[config.mk]
export PLATFORM = sky130hd
export DESIGN_NAME = gerenciador_vidas_flat
export DESIGN_NICKNAME = d
export VERILOG_FILES = /design/src/rtl/gerenciador_vidas_if.sv /design/src/rtl/gerenciador_vidas.sv /design/src/flat_wrapper.sv
export SDC_FILE = /design/constraint.sdc
export NUM_CORES = 1
export LEC_CHECK = 0
export ABC_AREA = 1
export ABC_CLOCK_PERIOD_IN_PS = 2300
export BUFFER_PORTS_ARGS = -buffer_cell sky130_fd_sc_hd__clkbuf_2
export CAP_MARGIN = 0
export CORE_MARGIN = 3
export CORE_UTILIZATION = 50
export CTS_CLUSTER_SIZE = 12
export DETAILED_ROUTE_END_ITERATION = 10
export GPL_ROUTABILITY_DRIVEN = 0
export MAX_ROUTING_LAYER = met4
export PLACE_DENSITY_LB_ADDON = 0.05
export SLEW_MARGIN = 20
export SYNTH_ARGS = -nofsm -noshare
export SYNTH_HDL_FRONTEND = slang
export SYNTH_SLANG_ARGS = --single-unit
[constraint.sdc]
create_clock -name clock -period 2.3 [get_ports clock]
set_clock_uncertainty 0.15 [all_clocks]
set_input_delay 0.23 -clock clock [delete_from_list [all_inputs] [get_ports clock]]
set_output_delay 0.23 -clock clock [all_outputs]
set_load 0.05 [all_outputs]
[src/rtl/gerenciador_vidas_if.sv]
// ----------------------------------------------------------------------------
// gerenciador_vidas_if
//
// Signal bundle between the game control/datapath and the lives manager.
// Clock and reset are not part of the bundle; they stay plain module ports.
//
//   carrega        : load strobe, loads the life count from vidas_iniciais
//   vidas_iniciais : requested starting lives (3 bits)
//   colisao        : collision level from the datapath
//   ganha_vida     : extra-life pulse (used only with VIDA_EXTRA_EN)
//   vidas          : current life count (3 bits)
//   invulneravel   : invulnerability window open
//   acerto         : one-cycle pulse per life lost
//   sem_vidas      : no lives remain
//   db_estado      : debug state code (3 bits)
//
// Modports:
//   master : the side driving the requests (control unit / testbench)
//   slave  : the lives manager itself
// ----------------------------------------------------------------------------
interface gerenciador_vidas_if;
    logic       carrega;
    logic [2:0] vidas_iniciais;
    logic       colisao;
    logic       ganha_vida;
    logic [2:0] vidas;
    logic       invulneravel;
    logic       acerto;
    logic       sem_vidas;
    logic [2:0] db_estado;

    modport master (
        output carrega,
        output vidas_iniciais,
        output colisao,
        output ganha_vida,
        input  vidas,
        input  invulneravel,
        input  acerto,
        input  sem_vidas,
        input  db_estado
    );

    modport slave (
        input  carrega,
        input  vidas_iniciais,
        input  colisao,
        input  ganha_vida,
        output vidas,
        output invulneravel,
        output acerto,
        output sem_vidas,
        output db_estado
    );
endinterface

[src/rtl/gerenciador_vidas.sv]
// ----------------------------------------------------------------------------
// gerenciador_vidas
//
// Lives manager and collision scheduler. Owns the player's life counter,
// turns datapath collisions into life losses, opens a fixed invulnerability
// window after each hit and flags when the last life is gone.
//
// Parameters:
//   MAX_VIDAS     : maximum / saturation life count (1..7)
//   INVULN_CICLOS : invulnerability window length in cycles (>= 2)
//   CW            : window counter width, 2**CW >= INVULN_CICLOS
//
// Ports:
//   clock   : system clock, rising edge
//   reset_n : asynchronous active-low reset
//   bus     : gerenciador_vidas_if.slave (load/collision inputs,
//             lives/status outputs)
//
// Optional feature macro: VIDA_EXTRA_EN
//   defined   -> ganha_vida adds a life (saturating) in ATIVO and INVULN
//   undefined -> ganha_vida is ignored
// ----------------------------------------------------------------------------
module gerenciador_vidas #(
    parameter int MAX_VIDAS     = 7,
    parameter int INVULN_CICLOS = 50_000_000,
    parameter int CW            = 26
) (
    input  logic                  clock,
    input  logic                  reset_n,
    gerenciador_vidas_if.slave    bus
);

    typedef enum logic [2:0] {
        OCIOSO = 3'd0,
        ATIVO  = 3'd1,
        ACERTO = 3'd2,
        INVULN = 3'd3,
        MORTO  = 3'd4
    } estado_t;

    localparam logic [2:0]    MAX_V  = 3'(MAX_VIDAS);
    localparam logic [CW-1:0] ULTIMO = CW'(INVULN_CICLOS - 1);

    estado_t       estado_q, estado_d;
    logic [2:0]    vidas_q,  vidas_d;
    logic [CW-1:0] cont_q,   cont_d;

    logic [2:0]    vidas_carga;
    logic [2:0]    vidas_mais_um;

    // Requested lives clamped into 1..MAX_VIDAS.
    always_comb begin
        vidas_carga = bus.vidas_iniciais;
        if (bus.vidas_iniciais == 3'd0) begin
            vidas_carga = 3'd1;
        end else if (bus.vidas_iniciais > MAX_V) begin
            vidas_carga = MAX_V;
        end
    end

    // Saturating increment, only used by the extra-life feature.
    always_comb begin
        vidas_mais_um = vidas_q;
        if (vidas_q < MAX_V) begin
            vidas_mais_um = vidas_q + 3'd1;
        end
    end

`ifndef VIDA_EXTRA_EN
    logic unused_ganha_vida;
    assign unused_ganha_vida = bus.ganha_vida;
`endif

    always_ff @(posedge clock or negedge reset_n) begin
        if (!reset_n) begin
            estado_q <= OCIOSO;
            vidas_q  <= '0;
            cont_q   <= '0;
        end else begin
            estado_q <= estado_d;
            vidas_q  <= vidas_d;
            cont_q   <= cont_d;
        end
    end

    always_comb begin
        estado_d = estado_q;
        vidas_d  = vidas_q;
        cont_d   = cont_q;

        if (bus.carrega) begin
            // Load wins over everything, including a hit already being
            // processed: the decrement is overwritten and no pulse follows.
            estado_d = ATIVO;
            vidas_d  = vidas_carga;
            cont_d   = '0;
        end else begin
            case (estado_q)
                OCIOSO: begin
                end

                ATIVO: begin
                    // vidas >= 1 here, so the decrement cannot underflow.
                    if (bus.colisao) begin
                        estado_d = ACERTO;
                        vidas_d  = vidas_q - 3'd1;
                    end
`ifdef VIDA_EXTRA_EN
                    else if (bus.ganha_vida) begin
                        vidas_d = vidas_mais_um;
                    end
`endif
                end

                ACERTO: begin
                    cont_d = '0;
                    if (vidas_q == 3'd0) begin
                        estado_d = MORTO;
                    end else begin
                        estado_d = INVULN;
                    end
                end

                INVULN: begin
                    if (cont_q == ULTIMO) begin
                        estado_d = ATIVO;
                        cont_d   = '0;
                    end else begin
                        cont_d = cont_q + CW'(1);
                    end
`ifdef VIDA_EXTRA_EN
                    if (bus.ganha_vida) begin
                        vidas_d = vidas_mais_um;
                    end
`endif
                end

                MORTO: begin
                end

                default: begin
                    estado_d = OCIOSO;
                end
            endcase
        end
    end

    assign bus.vidas        = vidas_q;
    assign bus.acerto       = (estado_q == ACERTO);
    assign bus.invulneravel = (estado_q == ACERTO) || (estado_q == INVULN);
    assign bus.sem_vidas    = (estado_q == MORTO);
    assign bus.db_estado    = estado_q;

endmodule

[src/flat_wrapper.sv]
// flat-port wrapper written by rule: the top's interface ports become plain ports
module gerenciador_vidas_flat 
#(
    parameter int MAX_VIDAS     = 7,
    parameter int INVULN_CICLOS = 50_000_000,
    parameter int CW            = 26
)
  (clock, reset_n, bus_carrega, bus_vidas_iniciais, bus_colisao, bus_ganha_vida, bus_vidas, bus_invulneravel, bus_acerto, bus_sem_vidas, bus_db_estado);
  gerenciador_vidas_if bus_i ();
  input  logic clock;
  input  logic reset_n;
  input wire logic [$bits(bus_i.carrega)-1:0] bus_carrega;
  input wire logic [$bits(bus_i.vidas_iniciais)-1:0] bus_vidas_iniciais;
  input wire logic [$bits(bus_i.colisao)-1:0] bus_colisao;
  input wire logic [$bits(bus_i.ganha_vida)-1:0] bus_ganha_vida;
  output wire logic [$bits(bus_i.vidas)-1:0] bus_vidas;
  output wire logic [$bits(bus_i.invulneravel)-1:0] bus_invulneravel;
  output wire logic [$bits(bus_i.acerto)-1:0] bus_acerto;
  output wire logic [$bits(bus_i.sem_vidas)-1:0] bus_sem_vidas;
  output wire logic [$bits(bus_i.db_estado)-1:0] bus_db_estado;
  assign bus_i.carrega = bus_carrega;
  assign bus_i.vidas_iniciais = bus_vidas_iniciais;
  assign bus_i.colisao = bus_colisao;
  assign bus_i.ganha_vida = bus_ganha_vida;
  assign bus_vidas = bus_i.vidas;
  assign bus_invulneravel = bus_i.invulneravel;
  assign bus_acerto = bus_i.acerto;
  assign bus_sem_vidas = bus_i.sem_vidas;
  assign bus_db_estado = bus_i.db_estado;
  gerenciador_vidas #(.MAX_VIDAS(MAX_VIDAS), .INVULN_CICLOS(INVULN_CICLOS), .CW(CW)) u_core (.clock(clock), .reset_n(reset_n), .bus(bus_i));
endmodule
## Yosys cells after proc, flatten, opt, wreduce, memory -nomap -nowiden

Cells that the tools add are included.
W data, S select, Z words.

| word-level totals | value |
|---|---|
| register bits | 32 |

| cells by class | value |
|---|---|
| $lt $le $gt $ge | 1 |
| add/sub/neg operators | 2 |
| reductions and logical operators | 10 |
| eq/ne operators | 8 |
| multiplexer cells | 13 |

Operator list:

| operator | count |
|---|---|
| $mux W26 | 2 |
| $pmux W26 S2 | 1 |
| $mux W3 | 9 |
| $add A26 B1 Y26 const B | 1 |
| $eq A26 B26 Y1 const B | 1 |
| $pmux W3 S4 | 1 |
| $logic_not A3 Y1 | 3 |
| $eq A3 B2 Y1 const B | 2 |
| $reduce_bool A2 Y1 | 2 |
| $eq A3 B1 Y1 const B | 1 |
| $eq A3 B3 Y1 const B | 1 |
| $gt A3 B3 Y1 const B | 1 |
| $ne A3 B2 Y1 const B | 1 |
| $ne A3 B3 Y1 const B | 1 |
| $reduce_and A3 Y1 | 1 |
| $reduce_bool A3 Y1 | 1 |
| $sub A3 B1 Y3 const B | 1 |
| $ne A2 B1 Y1 const B | 1 |
| $reduce_and A2 Y1 | 1 |
| $reduce_or A2 Y1 | 1 |
| $logic_or A1 B1 Y1 | 1 |

## Longest topological paths before layout

| depth | value |
|---|---|
| depth after elaboration | 4 |
| gate-level depth with buffers | 11 |

## Worst setup path after synthesis

No wires, ideal clock.

| timing path | value |
|---|---|
| path type | register -> register |
| start | register u_core.estado_q[1] (netlist: u_core.bus.db_estado[1]) |
| end | register u_core.cont_q[23] |
| required time | 2.033 ns |
| cell stages (with the launch flop) | 8 |
| clock period less this slack | 2.380 ns |
| path buffers | 0 |
| data arrival time | 2.113 ns |
| setup slack | -0.080 ns |
| cell sequence | dfrtp_1 -> inv_1 -> nor3_2 -> nor2_1 -> nor2_1 -> nand4_1 -> nand2_1 -> nor2_1 |

| between the ends | value |
|---|---|
| longest elaborated chain between the ends | 3 |
| elaborated cells on any way between the ends | 5 |
| those cells by class | eq/ne (2); mux (2); reduce/logical (1) |

RTL lines:

| element | RTL line | source |
|---|---|---|
| start, declared | gerenciador_vidas.sv:44 | `estado_t estado_q, estado_d;` |
| start signal, assigned | gerenciador_vidas.sv:80 | `estado_q <= estado_d;` |
| $eq A3 B2 Y1 * | -- |  |
| named net bus_acerto | flat_wrapper.sv:18 | `output wire logic [$bits(bus_i.acerto)-1:0] bus_acerto;` |
| $pmux W26 S2 | gerenciador_vidas.sv:98 | `case (estado_q)` |
| $mux W26 | gerenciador_vidas.sv:91 | `if (bus.carrega) begin` |
| end signal, assigned | gerenciador_vidas.sv:82 | `cont_q <= cont_d;` |
| end, declared | gerenciador_vidas.sv:46 | `logic [CW-1:0] cont_q, cont_d;` |

The timed path passes the listed nets; every way through them passes the cells marked *.
A chain may end at the register's enable or synchronous reset.

## Worst setup path in the final report

| timing path | value |
|---|---|
| start | register u_core.cont_q[0] |
| end | register u_core.cont_q[22] |

| between the ends | value |
|---|---|
| longest elaborated chain between the ends | 4 |
| elaborated cells on any way between the ends | 5 |
| those cells by class | add/sub (1); eq/ne (1); mux (3) |

RTL lines:

| element | RTL line | source |
|---|---|---|
| $add A26 B1 Y26 or $eq A26 B26 Y1 (tied branches) | gerenciador_vidas.sv:129, gerenciador_vidas.sv:125 |  |
| $mux W26 * | gerenciador_vidas.sv:125 | `if (cont_q == ULTIMO) begin` |
| $pmux W26 S2 * | gerenciador_vidas.sv:98 |  |
| $mux W26 * | gerenciador_vidas.sv:91 |  |

Every way passes the cells marked *; elsewhere a longest branch is shown, timed or not.

==> impl_results.md <==
- Run status: finished, final reports clean
- Leading post-synthesis cells by instance count: 100 x sky130_fd_sc_hd__nand2_1, 64 x sky130_fd_sc_hd__nor2_1, 43 x sky130_fd_sc_hd__inv_1
- Number of core rows: 23
- Total power after layout: 1.887 mW
- Portion of the post-synthesis area used by sequential elements: between 30 and 40%
- Number of placed instances with taps included: 399
- Mean routed wirelength per cell: roughly 12 um
- Synthesized netlist cell count: 334
- Detailed-route via count: 2,053
- Flip-flop and latch count after synthesis: 32
- Total global routing track utilization: 22.42%
- Max transition margin: 45.95%
- Placeable core region: 4115 sq um
- Share of flip-flops with an asynchronous set or reset: 100.0%
- Synth Cell Area: about 2200 sq um
- Minimum clock period: 1874 ps
- Total area of multi-input combinational cells: between 1000 and 1500 sq um
- Data required, critical path: 2320 ps
- Gate power share: 39.7%
- Clock Latency Late Sink: 290 ps
- Crit. End Element: flop
- ANT nets after route: 0
- Fraction of power consumed by the clock network: 24.6%
- Worst VDD drop: roughly 0.00052 V
- Arrival time of the worst setup path: 1890 ps
- Cts repair resizes: 0
- Setup repair after global routing missed its margin: no
- Setup TNS: 0 ps
- Class of the tightest hold or removal check: in2reg
- Die footprint: 5217 sq um
- Non-filler cells, final: a little over 400
- Highest routed metal layer: met4
- Power per cell area: 772.6 nW/um^2
- H-tree depth: 2
- Number of distinct library cells after synthesis: 30
- Ratio of final minimum period to clock period: 81.48%
- Port buffer count: 15
- Final routed wirelength across all metal layers: 4948 um
- Die width: 72.23 um
- Clock net sink count: 32
- TritonCTS clock tree: yes
- Synth area leader: sky130_fd_sc_hd__dfrtp_1
- Met1 Routed Length: 2486 um
- Final slew viol count: 0
- Maximum number of pins on one net before global-route repair: 33
- Hold violation count in the final report: 0
- CTS Hold Buffers Added: 1
- Most repeated cell in the gate-level netlist after synthesis: sky130_fd_sc_hd__nand2_1
- Maximum clock frequency: 0.5336 GHz
- Warnings from Yosys: 0
- Initial Util: 53.30%
- Critical path class: reg2reg
- Final net count: between 300 and 400
- Setup repair bufs after CTS: 0
- Remaining routing DRC violations: 0
- Number of enable-type register cells in the synthesized netlist: 0
- Initial antenna violation count: 0
- Clock slew at reported path FFs: 60 ps
- Nature of the critical path startpoint: flop
- Number of CTS-inserted buffers: 5
- Pin slew with the least headroom to its limit: 810.8 ps
- Post-Synthesis Net Count: ~350
- Number of detailed-routing iterations run before antenna repair: 5
- Net Sw Power: around 0.82 mW
- Internal power contribution: between 1 and 1.5 mW
- Chip Height: 72.23 um
- Routed length on met2: approximately 2100 um
- DR iter-0 viols: 159
- Antenna Cells: 0
- Vias in the first global route: between 1,500 and 2,000
- Sequential Area: 800.8 sq um
- Max-cap check violation count: 0
- Synth Flop Type: sky130_fd_sc_hd__dfrtp_1
- Area share of the leading cell type in the synthesized netlist: 36.51%
- Via count normalized by instance count: ~5.0
- Power share of the sequential group: 35.7%
- Lkg Pwr: 1.191 nW
- Metal3 WL: ~220 um
- Area Overhead vs Synth: 11.35%
- Cells taking the most area after synthesis: sky130_fd_sc_hd__dfrtp_1 37%, sky130_fd_sc_hd__nand2_1 17%, sky130_fd_sc_hd__nor2_1 11%
- Syn Area/Cell: 6.567 sq um
- CTS max path bufs: 2
- Overflow left after global routing: 0
- Critical path peak fanout: 6
- Root buffer cell: sky130_fd_sc_hd__clkbuf_8
- Wire length of the first global-routing pass: ~8900 um
- Share of post-route cells with drive strength above 1: approximately an eighth
- Final setup violation count: 0
- Sw frac: 43.52%
- Final HPWL from detailed placement: 3809 um
- Fillers: around 400
- Number of primary I/O pins: 17
==> path summary, 6_finish.rpt <==
path / cells after the start / slack, ps / from / end
max: 8 / 430 / u_core.cont_q[0] / u_core.cont_q[22]
min: 3 / 100 / bus_vidas_iniciais[0] / u_core.bus.vidas[0]
max reg2reg: 8 / 430 / u_core.cont_q[0] / u_core.cont_q[22]
min reg2reg: 1 / 370 / u_core.cont_q[0] / u_core.cont_q[0]
max in group asynchronous: 2 / 1070 / reset_n / u_core.cont_q[24]
min in group asynchronous: 2 / 420 / reset_n / u_core.bus.db_estado[1]
==> stage by stage <==
step	hold WS [ps]	instance area (sq um)	util, %	setup WS [ps]
2_1_floorplan	-215.6	2200	-	163.8
3_3_place_gp	218.4	2336	56.77	471.0
3_5_place_dp	214.2	2336	56.77	431.9
4_1_cts	79.39	2442	59.35	420.6
5_1_grt	107.4	2442	59.35	208.0
6_report	97.31	2442	59.35	426.0
==> routing by layer <==
layer / vias up / track usage, %
met5: - / -
met4: 0 / 7.933
met1: 910 / 31.35
li1: 1094 / -
met3: 9 / 4.294
met2: 40 / 32.36
==> cell type report <==
| cell class | instances | area share (%) |
|---|---|---|
| multi-input combinational | 250 | 48.62 |
| sequential | 32 | 32.79 |
| inverter | 48 | 7.377 |
| timing repair buffer | 20 | 4.713 |
| clock buffer | 7 | 3.945 |
| tap | 50 | 2.561 |
==> power groups by stage <==
stage / sequential [mW] / clock (mW) / combinational [mW]
3_5_place_dp: 0.683 / 0 / 0.753
4_1_cts: 0.673 / 0.487 / 0.756
3_3_place_gp: 0.681 / 0 / 0.748
2_1_floorplan: 0.823 / 0 / 0.441
6_report: 0.673 / 0.464 / 0.749
5_1_grt: 0.688 / 0.503 / 0.828
==> cells by family (layout without fill, tap and decap cells) <==
kind of cell | Yosys count | in the layout | share of synthesized area, %
compound gates | 23 | 23 | 5.876
mux | 1 | 1 | 0.4564
buf+inv | 52 | 75 | 9.640
xor+xnor | 6 | 6 | 2.396
fa+ha+maj | 3 | 3 | 1.712
flops | 32 | 32 | 36.51
simple gates | 217 | 217 | 43.41
==> flip-flops by register name, summed over array words and instances, names as in the netlist <==
register,count
u_core.cont_q,26
u_core.bus.vidas,3
u_core.bus.db_estado,3
==> cells in the final DEF (no fill, tap or decap), types with 3 or more instances in the layout <==
| master | netlist | final |
|---|---|---|
| sky130_fd_sc_hd__nand4_1 | 13 | 13 |
| sky130_fd_sc_hd__ha_1 | 3 | 3 |
| sky130_fd_sc_hd__clkbuf_2 | 0 | 15 |
| sky130_fd_sc_hd__nand2_1 | 100 | 100 |
| sky130_fd_sc_hd__nor2_1 | 64 | 64 |
| sky130_fd_sc_hd__clkbuf_8 | 0 | 7 |
| sky130_fd_sc_hd__nand3_1 | 22 | 22 |
| sky130_fd_sc_hd__dfrtp_1 | 32 | 32 |
| sky130_fd_sc_hd__nor2_2 | 5 | 5 |
| sky130_fd_sc_hd__buf_4 | 0 | 4 |
| sky130_fd_sc_hd__xor2_1 | 6 | 6 |
| sky130_fd_sc_hd__inv_2 | 3 | 3 |
| sky130_fd_sc_hd__a21oi_1 | 4 | 4 |
| sky130_fd_sc_hd__o21ai_0 | 14 | 14 |
| sky130_fd_sc_hd__inv_1 | 43 | 43 |
==> critical path, stage by stage (launching register included) <==
cell and delay [ps]:
sky130_fd_sc_hd__dfrtp_1 390, sky130_fd_sc_hd__ha_1 250, sky130_fd_sc_hd__nand3_2 150, sky130_fd_sc_hd__nor2_2 320
sky130_fd_sc_hd__nand2_2 130, sky130_fd_sc_hd__nor2_2 150, sky130_fd_sc_hd__nand3_1 90, sky130_fd_sc_hd__nand2_1 70
sky130_fd_sc_hd__nor2_1 40
Power figures use the tool's default switching activity.
